`config.mk`:
```
export PLATFORM = sky130hd
export DESIGN_NAME = rbfu_sched
export DESIGN_NICKNAME = d
export VERILOG_FILES = /design/src/rtl/rbfu_sched.sv
export SDC_FILE = /design/constraint.sdc
export NUM_CORES = 1
export LEC_CHECK = 0
export BUFFER_PORTS_ARGS = -buffer_cell sky130_fd_sc_hd__buf_2
export CAP_MARGIN = 20
export CELL_PAD_IN_SITES_DETAIL_PLACEMENT = 1
export CELL_PAD_IN_SITES_GLOBAL_PLACEMENT = 1
export CORE_MARGIN = 2
export CORE_UTILIZATION = 40
export DETAILED_ROUTE_END_ITERATION = 12
export GPL_TIMING_DRIVEN = 0
export HOLD_SLACK_MARGIN = 0.05
export PLACE_DENSITY = 0.76
export SYNTH_ARGS = -nofsm -noshare
export SYNTH_HDL_FRONTEND = slang
export SYNTH_SLANG_ARGS = --single-unit
```
`constraint.sdc`:
```
create_clock -name clk_i -period 9.18 [get_ports clk_i]
set_clock_uncertainty 0.15 [all_clocks]
set_input_delay 0.459 -clock clk_i [delete_from_list [all_inputs] [get_ports clk_i]]
set_output_delay 0.459 -clock clk_i [all_outputs]
set_load 0.01 [all_outputs]
```
`src/rtl/rbfu_sched.sv`:
```
// -----------------------------------------------------------------------------
// rbfu_sched
// Sequencing controller for the dual-lane RBFU butterfly unit. Runs a full
// 256-point, 7-stage Kyber NTT (mode 00) or INTT (mode 01) over a single
// coefficient RAM. Each ISSUE cycle produces two butterflies (four read
// addresses, two twiddle indices). The read strobe and read addresses are
// delayed by WB_LAT cycles to form the write-back strobe and addresses. Each
// stage is followed by a WB_LAT-cycle drain, so a stage never reads a
// coefficient that the previous stage has not yet written back.
//
// Parameters
//   WB_LAT    cycles from rd_en_o to the matching wr_en_o (1..8)
//
// Ports
//   clk_i                rising-edge clock
//   rst_ni               asynchronous active-low reset
//   start_i, mode_i      run request and transform select (sampled in IDLE)
//   hold_i               issue freeze (only with RBFU_SCHED_HOLD_EN defined)
//   busy_o, done_o       run in progress / one-cycle completion pulse
//   opcode_o, stage_o    RBFU opcode (held for the run), current stage 0..6
//   rd_en_o, rd_addr*_o  read strobe; addresses of a0, b0, a1, b1
//   tw_addr0_o/1_o       twiddle ROM index for lane 0 / lane 1
//   wr_en_o, wr_addr*_o  write strobe; destinations of Dout0..Dout3
//
// Optional feature macro: RBFU_SCHED_HOLD_EN (adds hold_i).
// All outputs are registered.
// -----------------------------------------------------------------------------
module rbfu_sched #(
  parameter int unsigned WB_LAT = 3
) (
  input  logic       clk_i,
  input  logic       rst_ni,
  input  logic       start_i,
  input  logic [1:0] mode_i,
`ifdef RBFU_SCHED_HOLD_EN
  input  logic       hold_i,
`endif
  output logic       busy_o,
  output logic       done_o,
  output logic [1:0] opcode_o,
  output logic [2:0] stage_o,
  output logic       rd_en_o,
  output logic [7:0] rd_addr0_o,
  output logic [7:0] rd_addr1_o,
  output logic [7:0] rd_addr2_o,
  output logic [7:0] rd_addr3_o,
  output logic [6:0] tw_addr0_o,
  output logic [6:0] tw_addr1_o,
  output logic       wr_en_o,
  output logic [7:0] wr_addr0_o,
  output logic [7:0] wr_addr1_o,
  output logic [7:0] wr_addr2_o,
  output logic [7:0] wr_addr3_o
);

  typedef enum logic [1:0] {
    S_IDLE  = 2'd0,
    S_ISSUE = 2'd1,
    S_DRAIN = 2'd2,
    S_DONE  = 2'd3
  } state_e;

  typedef struct packed {
    logic [7:0] a;
    logic [7:0] b;
    logic [6:0] tw;
  } lane_t;

  // One delay-line slot: strobe plus the four addresses (index 0 = a0).
  typedef struct packed {
    logic            en;
    logic [3:0][7:0] addr;
  } wb_t;

  localparam logic [2:0] DRAIN_LAST = 3'(WB_LAT - 1);

  // Butterfly addressing for one lane. len is a power of two, so
  // g = bf/len and j = 2*g*len + bf%len reduce to shifts and a mask.
  // lg is log2(len): 7-stage for NTT (len = 128>>stage), stage+1 for INTT.
  function automatic lane_t lane_calc(input logic [6:0] bf,
                                      input logic [2:0] stg,
                                      input logic       intt);
    logic [2:0] lg;
    logic [7:0] bf8;
    logic [7:0] len;
    logic [7:0] g;
    logic [7:0] j;
    lane_t      r;
    lg   = intt ? stg + 3'd1 : 3'd7 - stg;
    bf8  = {1'b0, bf};
    len  = 8'd1 << lg;
    g    = bf8 >> lg;
    j    = (g << ({1'b0, lg} + 4'd1)) | (bf8 & (len - 8'd1));
    r.a  = j;
    r.b  = j + len;
    // NTT: 128/len + g = (1<<stage) + g ; INTT: 256/len - 1 - g = (128>>stage) - 1 - g
    r.tw = intt ? 7'((8'd128 >> stg) - 8'd1 - g) : 7'((8'd1 << stg) + g);
    return r;
  endfunction

  // ---------------------------------------------------------------------------
  // Control state
  // ---------------------------------------------------------------------------
  state_e     state_q, state_d;
  logic [5:0] c_q, c_d;
  logic [2:0] stage_q, stage_d;
  logic [2:0] dcnt_q, dcnt_d;
  logic [1:0] opcode_q, opcode_d;

  logic hold_w;
`ifdef RBFU_SCHED_HOLD_EN
  assign hold_w = hold_i;
`else
  assign hold_w = 1'b0;
`endif

  // A butterfly pair issues only in ISSUE and only when not frozen.
  logic issue_w;
  assign issue_w = (state_q == S_ISSUE) && !hold_w;

  // FSM process 1: state register (counters are part of the FSM state).
  always_ff @(posedge clk_i or negedge rst_ni) begin
    if (!rst_ni) begin
      state_q  <= S_IDLE;
      c_q      <= '0;
      stage_q  <= '0;
      dcnt_q   <= '0;
      opcode_q <= '0;
    end else begin
      // NOTE: sequential state uses non-blocking assignments so every register
      // samples pre-edge values, independent of process ordering.
      state_q  <= state_d;
      c_q      <= c_d;
      stage_q  <= stage_d;
      dcnt_q   <= dcnt_d;
      opcode_q <= opcode_d;
    end
  end

  // FSM process 2: next-state logic.
  always_comb begin
    // NOTE: every variable gets a default before the case, so no path leaves
    // a value unassigned and no latch is inferred.
    state_d  = state_q;
    c_d      = c_q;
    stage_d  = stage_q;
    dcnt_d   = dcnt_q;
    opcode_d = opcode_q;
    unique case (state_q)
      S_IDLE: begin
        // Modes 1x are reserved and ignored.
        if (start_i && !mode_i[1]) begin
          state_d  = S_ISSUE;
          c_d      = '0;
          stage_d  = '0;
          opcode_d = mode_i;
        end
      end
      S_ISSUE: begin
        if (issue_w) begin
          if (c_q == 6'd63) begin
            state_d = S_DRAIN;
            dcnt_d  = '0;
          end else begin
            c_d = c_q + 6'd1;
          end
        end
      end
      S_DRAIN: begin
        if (dcnt_q == DRAIN_LAST) begin
          c_d = '0;
          if (stage_q == 3'd6) begin
            state_d = S_DONE;
          end else begin
            stage_d = stage_q + 3'd1;
            state_d = S_ISSUE;
          end
        end else begin
          dcnt_d = dcnt_q + 3'd1;
        end
      end
      S_DONE: begin
        state_d = S_IDLE;
        stage_d = '0;
      end
      default: state_d = S_IDLE;
    endcase
  end

  // FSM process 3: output logic (next values of the output registers).
  logic  rd_en_d;
  logic  busy_d;
  logic  done_d;
  lane_t lane0_d;
  lane_t lane1_d;

  always_comb begin
    rd_en_d = issue_w;
    busy_d  = (state_q == S_ISSUE) || (state_q == S_DRAIN);
    done_d  = (state_q == S_DONE);
    lane0_d = lane_calc({c_q, 1'b0}, stage_q, opcode_q[0]);
    lane1_d = lane_calc({c_q, 1'b1}, stage_q, opcode_q[0]);
  end

  // ---------------------------------------------------------------------------
  // Output registers
  // ---------------------------------------------------------------------------
  logic            rd_en_q;
  logic            busy_q;
  logic            done_q;
  logic [2:0]      stage_out_q;
  logic [3:0][7:0] rd_addr_q;
  logic [6:0]      tw0_q;
  logic [6:0]      tw1_q;

  always_ff @(posedge clk_i or negedge rst_ni) begin
    if (!rst_ni) begin
      rd_en_q     <= 1'b0;
      busy_q      <= 1'b0;
      done_q      <= 1'b0;
      stage_out_q <= '0;
      rd_addr_q   <= '0;
      tw0_q       <= '0;
      tw1_q       <= '0;
    end else begin
      rd_en_q     <= rd_en_d;
      busy_q      <= busy_d;
      done_q      <= done_d;
      stage_out_q <= stage_q;
      // Addresses only move on an issue, so they hold the last issued
      // pair through drains and hold gaps.
      if (rd_en_d) begin
        rd_addr_q <= {lane1_d.b, lane1_d.a, lane0_d.b, lane0_d.a};
        tw0_q     <= lane0_d.tw;
        tw1_q     <= lane1_d.tw;
      end
    end
  end

  // ---------------------------------------------------------------------------
  // Write-back delay line: keeps shifting regardless of hold so in-flight
  // butterflies always complete.
  // ---------------------------------------------------------------------------
  wb_t dl_q [WB_LAT];

  always_ff @(posedge clk_i or negedge rst_ni) begin
    if (!rst_ni) begin
      // NOTE: this storage array is reset on purpose: a stale strobe left in
      // the line would produce a spurious write after reset release.
      for (int i = 0; i < int'(WB_LAT); i++) dl_q[i] <= '0;
    end else begin
      dl_q[0] <= '{en: rd_en_q, addr: rd_addr_q};
      for (int i = 1; i < int'(WB_LAT); i++) dl_q[i] <= dl_q[i-1];
    end
  end

  // ---------------------------------------------------------------------------
  // Port assignments
  // ---------------------------------------------------------------------------
  assign busy_o     = busy_q;
  assign done_o     = done_q;
  assign opcode_o   = opcode_q;
  assign stage_o    = stage_out_q;
  assign rd_en_o    = rd_en_q;
  assign rd_addr0_o = rd_addr_q[0];
  assign rd_addr1_o = rd_addr_q[1];
  assign rd_addr2_o = rd_addr_q[2];
  assign rd_addr3_o = rd_addr_q[3];
  assign tw_addr0_o = tw0_q;
  assign tw_addr1_o = tw1_q;
  assign wr_en_o    = dl_q[WB_LAT-1].en;
  assign wr_addr0_o = dl_q[WB_LAT-1].addr[0];
  assign wr_addr1_o = dl_q[WB_LAT-1].addr[1];
  assign wr_addr2_o = dl_q[WB_LAT-1].addr[2];
  assign wr_addr3_o = dl_q[WB_LAT-1].addr[3];

endmodule

```
* Word level (Yosys, flattened, before mapping)
Cells that the tools add are included.
** Word-level totals
- Register bits :: 167
- Word-level logic and storage cells :: 97
- Output and inout bits :: 87
** Cells by class
- Bitwise logic cells :: 4
- Shift operators :: 7
- Equality and inequality tests :: 12
- Add/sub/neg operators :: 13
- Multiplexer cells :: 19
- Reductions and logical operators :: 12
** Operator list (number)
- $mux 3 :: 6
- $mux 6 :: 3
- $pmux 6 s3 :: 1
- $add 8x8->8 :: 2
- $and 7x8->8 :: 2
- $or 8x8->8 :: 2
- $shl 8x4->8 :: 2
- $shr 7x3->8 :: 2
- $add 7x7->7 :: 2
- $mux 7 :: 2
- $sub 7x7->7 :: 2
- $ne 2x2->1 const B :: 5
- $pmux 3 s3 :: 1
- $mux 2 :: 4
- $pmux 2 s4 :: 1
- $reduce_and 4->1 :: 2
- $shl 1x3->8 const A :: 1
- $shr 8x3->7 const A :: 1
- $sub 8x1->8 const B :: 1
- $shl 1x3->7 const A :: 1
- $sub 7x1->7 const B :: 1
- $add 3x1->3 const B :: 2
- $add 6x1->6 const B :: 1
- $eq 6x6->1 const B :: 1
- 16 further kinds :: 19

* Logic depth before layout (Yosys ltp)
Gate-level depths: netlist of run 1.
- Depth after elaboration :: 7
- Mapped depth :: 23
- Mapped depth without buffers :: 19

* Worst setup path after synthesis of run 1
OpenSTA, ideal clock, no wires.
- Path type :: reg-to-reg
- Start point :: reg stage_q[0]
- End point :: reg rd_addr_q (netlist bit rd_addr1_o[6])
- Data arrival time :: 4.554 ns
- Cell stages (with the launch flop) :: 24
- Slack :: 4.351 ns
- Required time :: 8.905 ns
- Library setup time :: 0.125 ns
- Path buffers :: 4
- Period minus slack after synthesis :: 4.829 ns
- Cells stage by stage :: dfrtp_1 > buf_6 > buf_2 > inv_1 > clkbuf_1 > ha_1 > nand2b_1 > nand2_1 > buf_2 > nor2_1 > ha_1 > o311ai_1 > or3_4 > nor2_1 > ha_1 > inv_1 > fa_1 > nor2b_1 > o21ai_0 > nand2b_1 > a21o_1 > a21oi_1 > xnor2_1 > mux2_2
** RTL lines
- start, declared :: RTL line 106 : logic [2:0] stage_q, stage_d;
- start signal, assigned :: RTL line 134 : stage_q <= stage_d;
- end signal, assigned :: RTL line 233 : rd_addr_q <= {lane1_d.b, lane1_d.a, lane0_d.b, lane0_d.a};
- end, declared :: RTL line 212 : logic [3:0][7:0] rd_addr_q;

==> impl_metrics.tcl, run 1 <==
set metrics [dict create \
    die_area_um2 21000 \
    drc 0 \
    slew_headroom_pct 47.0 \
    fin_crit_ps 6060 \
    finalHoldViolations 0 \
    clk_pin_slew_ps 70 \
    ys_warn_count 0 \
    end_kind "register" \
    syn_inst 721 \
    tightest_slew_ps 794 \
    setup_viol 0 \
    hp-class "input pin to register" \
    viasPerCell 5.05 \
    path_buf_inv 6 \
    finalCritPeriodShare_pct 66.0 \
    powerDensity_nw_per_um2 379 \
    pwr-share-seq_pct 32.5 \
    internal_power_mw 2.10 \
    multi_input_area_um2 3270 \
    p_sw_mw 1.45 \
    die_x_um 145 \
    synth_edf_count 0 \
    grt_use_total_pct 19.4 \
    clk_latency_ps 430 \
    port_buffers 91 \
    gp_congestion 0.889 \
    first_pass_iters 4 \
    cts_buffers 17 \
    dpl_cell_area_um2 8770 \
    outcome "completed" \
    required_ps 9310 \
    synth_area_um2 7950 \
    leakagePower_nw 4.65 \
    rows 51 \
    areaGrowthSynthToFinish_pct 18.0 \
    critPathArrivalTime_ps 6200 \
    async_flop_share_pct 100 \
    grt_pass1_vias 5982 \
    vias 5609 \
    clock_sinks 167 \
    ctsRootBufferMaster "clkbuf_16" \
    ant_nets 0 \
    yosys-top-cells-count "dfrtp_1, nor2_1, a21oi_1, nand2_1, ha_1" \
    drive_above_1_share_pct 23.3 \
    n_antenna_cell 0 \
    design_area_um2 9380 \
    antenna_found_initial 0 \
    critPathKind "register to register" \
    yosysTopAreaCell "dfrtp_1" \
    setup_tns_ps 0 \
    yosysMostFrequentCell "dfrtp_1" \
    hpwl_um 14000 \
    final_nets 889 \
    io_pins 92 \
    synth_nets 777 \
    num-fill-cells 2169 \
    path_max_fanout 11 \
    htreeDepth 4 \
    cp_cell_sequence "buf_6, buf_2, inv_1, clkbuf_1, ha_1, nand2b_1, nand2_1, buf_2, nor2_1, ha_1, o311ai_1, or3_4, nor2_1, a21oi_1, inv_1, ha_1, a21o_1, a21oi_1, o21ai_0, o41ai_1, xnor2_1, xnor2_1, a21oi_1" \
    synth_top_area_share_pct 52.6 \
    critPathSlowestCell "clkbuf_1" \
    critical_path.top_delay_family "compound AO/OA/AOI/OAI gates" \
    totalWireLength_um 19300 \
    crit_path_start_kind "register" \
    seq_area_frac_synth_pct 52.6 \
    synth_area_leaders "dfrtp_1, ha_1, mux2_2" \
    rsz0062_at_grt "no" \
    core_area_um2 19500 \
    synth_seq_cells 167 \
    peakVddDrop_mv 0.134 \
    overflow 0 \
    drv_cap 0 \
    max_freq_mhz 165 \
    ys_types 66 \
    p_clk_share_pct 20.3 \
    slowest_delay_ps 510 \
    p_comb_share_pct 47.2 \
    synth.avg_cell_area_um2 11.0 \
    grt_max_degree 117 \
    initial_core_util_pct 40.8 \
    dr.first_iter.drc_count 212 \
    cts_max_path_buffers 2 \
    synth_ff_type "dfrtp_1" \
    grt_pass1_wl_um 32300 \
    wl_per_cell_um 17.4 \
    dieHeight_um 145 \
    seq_area_um2 4180 \
    p_sw_share_pct 40.9 \
    slew_violations 0 \
    cts_tree "yes" \
]
-- layout by cell type (no fill, tap or decap), drive strengths merged, types with 2 or more instances in the layout --
| cell type | n |
|---|---|
| dfrtp | 167 |
| buf | 133 |
| nor2 | 59 |
| nand2 | 48 |
| a21oi | 48 |
| inv | 48 |
| ha | 45 |
| o21ai | 40 |
| clkbuf | 36 |
| xnor2 | 27 |
| mux2 | 24 |
| xor2 | 16 |
| a31oi | 15 |
| nand3 | 15 |
| mux2i | 14 |
| a21o | 12 |
| nor3 | 11 |
| nand2b | 11 |
| nor2b | 10 |
| fa | 6 |
| and3 | 5 |
| a221o | 4 |
| o211ai | 3 |
| o21a | 3 |
| or2 | 3 |
| a2bb2oi | 2 |
| o21bai | 2 |
| and2 | 2 |
| nor4 | 2 |
| a32o | 2 |
| o221ai | 2 |
| o41ai | 2 |
| clkinvlp | 2 |
| o311ai | 2 |
| or3 | 2 |
| a21boi | 2 |
| clkinv | 2 |
-- cells by family (layout without fill, tap and decap cells) --
kind of cell / Yosys count / after routing / share of synthesized area [%]
AOI/OAI and AO/OA: 152 / 152 / 12.4
xor gates and xnor gates: 44 / 44 / 5.02
muxes: 38 / 38 / 5.31
DFF: 167 / 167 / 52.6
and+or+nand+nor: 171 / 171 / 9.81
adders and majority gates: 51 / 51 / 8.60
buffers and inverters: 98 / 223 / 6.30
-- state kept, by name, summed over array words and instances (netlist names), 8 cells and up --
signal      cells
rd_addr1_o      8
rd_addr0_o      8
rd_addr3_o      8
rd_addr2_o      8
wr_addr1_o      8
wr_addr3_o      8
wr_addr2_o      8
wr_addr0_o      8
dl_q           66
-- worst reg2reg max path, cell delays in order (launching register included) --
cell and delay, ps:
dfrtp_1 440, buf_6 160, buf_2 190, inv_1 90, clkbuf_1 510, ha_1 400
nand2b_1 210, nand2_1 130, buf_2 260, nor2_1 120, ha_1 480, o311ai_1 290
or3_4 430, nor2_1 120, a21oi_1 110, inv_1 100, ha_1 230, a21o_1 180
a21oi_1 240, o21ai_0 200, o41ai_1 430, xnor2_1 200, xnor2_1 160, a21oi_1 90
-- layout make-up --
type	count	share of cell area [%]
Sequential cell	167	44.6
Multi-Input combinational cell	456	34.8
Tap cell	265	3.54
Timing Repair Buffer	93	5.37
Inverter	40	1.60
Buffer	58	3.74
Clock buffer	19	4.72
Clock inverter	13	1.63
-- power by group through the flow --
stage / clock (mW) / combinational (mW) / sequential, mW
global route: 0.774 / 1.86 / 1.20
detailed placement: 0 / 1.67 / 1.17
finish: 0.723 / 1.68 / 1.16
CTS: 0.747 / 1.69 / 1.16
floorplan: 0 / 1.11 / 1.18
global placement: 0 / 1.63 / 1.15
-- stage by stage --
step | total power [mW] | cells | worst slack, ps | util, % | hold WS [ps]
after floorplan | 2.29 | 721 | 4350 | - | 13.4
after CTS | 3.60 | 1111 | 3160 | 48.2 | 95.6
final | 3.55 | 1111 | 3120 | 48.2 | 112
after detailed placement | 2.84 | 1078 | 3260 | 45.1 | 186
after global routing | 3.83 | 1111 | 2760 | 48.2 | 93.6
after global placement | 2.78 | 1077 | 3320 | 44.9 | 181
-- repair_timing --
action,in CTS,in global routing
buffers inserted,0,0
hold buffers,1,0
gates resized for setup,0,0
endpoints found under the hold margin,51,0
-- final timing paths --
check / start / to / slack (ps) / cells after the start
setup / recovery: stage_q[0] / rd_addr1_o[7] / 3120 / 23
setup reg to reg: stage_q[0] / rd_addr1_o[7] / 3120 / 23
hold / removal: mode_i[0] / opcode_o[0] / 110 / 2
min in group asynchronous: rst_ni / wr_addr0_o[0] / 390 / 2
hold reg to reg: dl_q[65] / wr_en_o / 190 / 0
max in group asynchronous: rst_ni / tw_addr0_o[0] / 7600 / 3
-- layer usage --
layer | global-route usage [%] | vias to the layer above | part of all wire, %
met4 | 5.25 | 0 | 1.4
met1 | 25.3 | 2824 | 44
met3 | 3.77 | 20 | 3.0
met2 | 33.3 | 100 | 51
met5 | 0 | - | 0
li1 | - | 2665 | -
Power figures use the tool's default switching activity.
==> inputs of run 2 (changes only) <==
ABC_AREA = 1   (was default)
PLACE_DENSITY = 0.78   (was 0.76)
clock period = 5.7 ns   (was 9.18 ns; I/O delays follow)
==> impl_metrics.tcl, run 2 <==
set metrics [dict create \
    outcome "completed" \
    critPathKind "register to register" \
    setup_tns_ps 0 \
    die_area_um2 20600 \
    hpwl_um 14000 \
    critPathArrivalTime_ps 4740 \
    end_kind "register" \
    synth.avg_cell_area_um2 9.55 \
    dp_cells 1174 \
    drive_above_1_share_pct 19.7 \
    drv_cap 0 \
    grt_max_degree 109 \
    clock_sinks 167 \
    synth_area_leaders "dfrtp_1, nand2_1, ha_1" \
    dieHeight_um 144 \
    finalHoldViolations 0 \
    htreeDepth 4 \
    p_comb_share_pct 1.2 \
    final_cell_mix "nand2_1, dfrtp_1, buf_2" \
    areaGrowthSynthToFinish_pct 18.7 \
    dr.first_iter.drc_count 212 \
    slew_violations 0 \
    rsz0062_at_grt "no" \
    grt_pass1_wl_um 30900 \
    cts_hold_buf 5 \
    max_freq_mhz 219 \
    regMostFlops "dl_q" \
    final_core_util_pct 48.1 \
    multi_input_area_um2 3000 \
    port_buffers 91 \
    synth_seq_cells 167 \
    vias 5846 \
    cts_buffers 17 \
    synth_area_um2 7800 \
    cts_resized 0 \
    clk_latency_ps 440 \
    final_cells 1211 \
    yosys-top-cells-count "nand2_1, dfrtp_1, inv_1" \
    fin_crit_ps 4560 \
    ant_nets 0 \
    io_pins 92 \
    synth_nets 873 \
    wl_per_cell_um 15.7 \
    p_sw_share_pct 24.5 \
    p_clk_share_pct 48.5 \
    slew_headroom_pct 52.2 \
    peakVddDrop_mv 0.199 \
    leakagePower_nw 4.60 \
    antenna_found_initial 0 \
    num-fill-cells 2262 \
    seq_area_um2 4180 \
    p_sw_mw 0.576 \
    cts_max_path_buffers 2 \
    async_flop_share_pct 100 \
    crit_path_start_kind "register" \
    grt_pass1_vias 6168 \
    initial_core_util_pct 40.5 \
    cts_tree "yes" \
    seq_area_frac_synth_pct 53.6 \
    synth_edf_count 0 \
    synth_top_area_share_pct 53.6 \
    setup_viol 0 \
    totalWireLength_um 19000 \
    final_common_cell "nand2_1" \
    tightest_slew_ps 717 \
    yosysTopAreaCell "dfrtp_1" \
    syn_inst 817 \
    rows 51 \
    pwr-share-seq_pct 50.3 \
    clk_pin_slew_ps 70 \
    powerDensity_nw_per_um2 254 \
    ys_types 39 \
    ctsRootBufferMaster "clkbuf_16" \
    synth_ff_type "dfrtp_1" \
    yosysMostFrequentCell "nand2_1" \
    viasPerCell 4.83 \
    overflow 0 \
    die_x_um 144 \
    finalCritPeriodShare_pct 80.0 \
    grt_use_total_pct 19.5 \
    largest_reg_flops 66 \
    internal_power_mw 1.78 \
    required_ps 5870 \
    path_max_fanout 11 \
    first_pass_iters 4 \
    core_area_um2 19300 \
    hp-class "register to register" \
    cts_setup_buffers 0 \
    gp_congestion 0.878 \
    ys_warn_count 0 \
    final_nets 989 \
    holdWs_ps 198 \
    n_antenna_cell 0 \
    drc 0 \
]
-- run 2: cell types whose count changed after synthesis, moves of 11 or more --
cell / change
inv_1: +35
nand2_1: +144
nand2b_1: -11
xnor2_1: -19
mux2_2: -22
nand3_1: +19
mux2i_1: -13
-- run 2: cells by family after synthesis --
logic type,synth area share [%]
AO/OA/AOI/OAI,10.4
XOR/XNOR,3.02
adder cells (fa/ha/maj),8.76
buffers and inverters,7.96
flip-flops,53.6
AND/OR/NAND/NOR,16.3
-- run 2: worst max-delay path, cell delays in order, from the launching register on --
cell and delay (ps):
dfrtp_1 450, buf_2 250, inv_1 90, buf_4 200, ha_1 320, inv_1 90
nand2_2 80, nand2_4 130, nand2_4 80, nor2_1 230, inv_1 160, ha_1 270
nand2_1 100, nor2_1 70, o21ai_0 340, o21ai_2 150, ha_1 360, nand2_1 100
a21oi_1 60, a211oi_1 240, nand2_1 90, nand2_1 60, nand2_1 60, nand3b_1 150
nand3_1 100, nand2_1 70
-- run 2: metal layers --
metal | global-route usage, % | vias up | wire length (um)
met3 | 4.23 | 24 | 682
met2 | 34.3 | 105 | 9620
li1 | - | 2861 | -
met1 | 24.0 | 2856 | 8390
met4 | 6.30 | 0 | 323
met5 | 0 | - | 0
-- run 2: stage by stage --
stage / instance area [um^2] / worst slack, ps / power (mW)
2_1_floorplan: 7800 / 1930 / 1.21
3_3_place_gp: 8590 / 1270 / 1.23
3_5_place_dp: 8620 / 1170 / 1.24
4_1_cts: 9260 / 1130 / 2.38
5_1_grt: 9260 / 754 / 2.43
6_report: 9260 / 1140 / 2.35
-- run 2: worst paths after layout --
path	from	endpoint	slack (ps)	cells past startpoint
setup reg to reg	stage_q[0]	rd_addr1_o[7]	1140	25
hold reg to reg	dl_q[68]	dl_q[35]	200	0
setup / recovery	stage_q[0]	rd_addr1_o[7]	1140	25
max in group asynchronous	rst_ni	wr_addr0_o[5]	4330	3
hold / removal	dl_q[68]	dl_q[35]	200	0
min in group asynchronous	rst_ni	wr_addr0_o[1]	220	2
-- run 2: power groups by stage --
stage,sequential (mW),combinational [mW],clock [mW]
floorplan,1.21,0.000359,0
global placement,1.21,0.0248,0
detailed placement,1.21,0.0286,0
CTS,1.18,0.0302,1.17
global route,1.18,0.0336,1.21
finish,1.18,0.0281,1.14
-- run 2: cell type report --
class	count	area share (%)
clock buffers	17	4.59
well taps	265	3.58
inverters	76	3.08
repair buffers	97	5.86
clock inverters	15	1.74
plain buffers	52	3.62
multi-input cells	522	32.4
flip-flops and latches	167	45.1
==> inputs of run 3 (changes only) <==
clock period = 4.3 ns   (was 5.7 ns; I/O delays follow)
==> impl_metrics.tcl, run 3 (synthesis gave the netlist of run 2 again) <==
set metrics [dict create \
    finalCritPeriodShare_pct 94.3 \
    slowest_delay_ps 470 \
    outcome "completed" \
    finalHoldViolations 0 \
    clk_pin_slew_ps 70 \
    io_pins 92 \
    totalWireLength_um 19200 \
    multi_input_area_um2 3100 \
    drive_above_1_share_pct 22.0 \
    ctsRootBufferMaster "clkbuf_16" \
    gp_congestion 0.878 \
    cts_tree "yes" \
    grt_use_total_pct 19.6 \
    r2r_setup_slack_ps 240 \
    p_comb_share_pct 1.2 \
    wl_per_cell_um 15.7 \
    grt_pass1_wl_um 30900 \
    path_buf_inv 0 \
    regMostFlops "dl_q" \
    end_kind "register" \
    crit_top_cell "nand2_1" \
    timing.rr.start "stage_q[1]" \
    required_ps 4440 \
    die_area_um2 20600 \
    tightest_slew_ps 696 \
    p_sw_share_pct 24.5 \
    viasPerCell 4.83 \
    ant_nets 0 \
    grt_pass1_vias 6183 \
    path_max_fanout 9 \
    powerDensity_nw_per_um2 331 \
    critPathKind "register to register" \
    final_cell_mix "nand2_1, dfrtp_1, buf_2" \
    pwr-share-seq_pct 50.3 \
    final_nets 996 \
    r2r_cells 17 \
    fin_crit_ps 4060 \
    final_common_cell "nand2_1" \
    htreeDepth 4 \
    setup_viol 0 \
    worst_slack_ps 245 \
    overflow 0 \
    critical_path.top_delay_family "compound AO/OA/AOI/OAI gates" \
    largest_reg_flops 66 \
    seq_area_um2 4180 \
    die_x_um 144 \
    drc 0 \
    slew_headroom_pct 53.4 \
    grt_max_degree 109 \
    clock_sinks 167 \
    n_antenna_cell 0 \
    initial_core_util_pct 40.5 \
    internal_power_mw 2.35 \
    max_freq_mhz 247 \
    p_sw_mw 0.766 \
    p_clk_share_pct 48.5 \
    vias 5884 \
    antenna_found_initial 0 \
    areaGrowthSynthToFinish_pct 20.8 \
    final_core_util_pct 48.9 \
    clk_latency_ps 440 \
    port_buffers 91 \
    cp_cell_sequence "ha_1, ha_1, o21ai_4, nand2_1, nand2_4, nand2_1, o21ai_1, o21ai_2, o22ai_1, ha_1, a21oi_1, o21bai_1, nand2_1, nand2_1, a21oi_1, xor2_1, o21ai_0" \
    cts_max_path_buffers 2 \
    drv_cap 0 \
    peakVddDrop_mv 0.265 \
    final_cells 1218 \
    hp-class "input pin to async pin" \
    slew_violations 0 \
    post-place-ws_ps -229 \
    critPathArrivalTime_ps 4200 \
    cts_buffers 17 \
    rows 51 \
    core_area_um2 19300 \
    crit_path_start_kind "register" \
    setup_tns_ps 0 \
    hpwl_um 14000 \
    dp_cells 1174 \
    r2r-end "rd_addr3_o[6]" \
    first_pass_iters 4 \
    dieHeight_um 144 \
    leakagePower_nw 4.66 \
    power_mw 3.12 \
    worst-path-stages 17 \
    dr.first_iter.drc_count 181 \
    critPathSlowestCell "dfrtp_1" \
    num-fill-cells 2248 \
]
## run 3: cell types whose count changed in the layout (fill, tap and decap cells not counted), moves of 2 or more
cell | before | now
a21oi_1 | 51 | 49
a21oi_2 | 0 | 2
buf_4 | 33 | 39
ha_1 | 45 | 43
nor2_1 | 48 | 44
nor2_4 | 0 | 3
o22ai_1 | 8 | 5
o22ai_2 | 0 | 3
## run 3: how the worst max path moves through the flow
stage                     from            end
floorplan           stage_q[0]  rd_addr1_o[7]
global placement    stage_q[0]  rd_addr1_o[7]
CTS                 stage_q[0]  rd_addr1_o[7]
detailed placement  stage_q[0]  rd_addr1_o[7]
finish              stage_q[1]  rd_addr3_o[6]
global route        stage_q[0]  rd_addr1_o[7]
## run 3: final cells by class
cell class	instances	share of cell area, %
plain buffers	52	3.66
clock buffers	17	4.51
clock inverters	15	1.71
inverters	76	3.03
multi-input cells	522	32.9
flip-flops and latches	167	44.4
well taps	265	3.52
repair buffers	104	6.35
## run 3: worst reg2reg max path, delay by kind of cell (launching register included)
kind / cells / cell delay, ps
simple gates: 5 / 610
flops: 1 / 470
compound gates: 8 / 1540
fa+ha+maj: 3 / 940
xor+xnor: 1 / 200
## run 3: power groups by stage
stage	logic, mW	registers [mW]	clock network [mW]
floorplan	0.000476	1.60	0
global placement	0.0329	1.60	0
detailed placement	0.0378	1.60	0
CTS	0.0400	1.57	1.55
global route	0.0446	1.57	1.61
finish	0.0372	1.57	1.51
## run 3: metrics by stage
step                hold WS, ps  area (um^2)
detailed placement         36.0         8620
global route                189         9420
finish                      152         9420
CTS                         163         9290
floorplan                  -231         7800
global placement            181         8590
## run 3: repair_timing
| item | CTS | global route |
|---|---|---|
| endpoints found under the hold margin | 61 | 0 |
| resized for setup | 8 | 18 |
| pin swaps | 0 | 3 |
| endpoints found under the setup margin | 6 | 7 |
| setup buffers | 0 | 6 |
| hold buffers | 6 | 0 |
## run 3: routing by layer
metal | GRT usage, % | vias up | wire (um)
met2 | 34.4 | 94 | 9700
met3 | 4.23 | 28 | 586
met5 | 0 | - | 0
met4 | 6.30 | 0 | 316
li1 | - | 2875 | -
met1 | 24.0 | 2887 | 8570
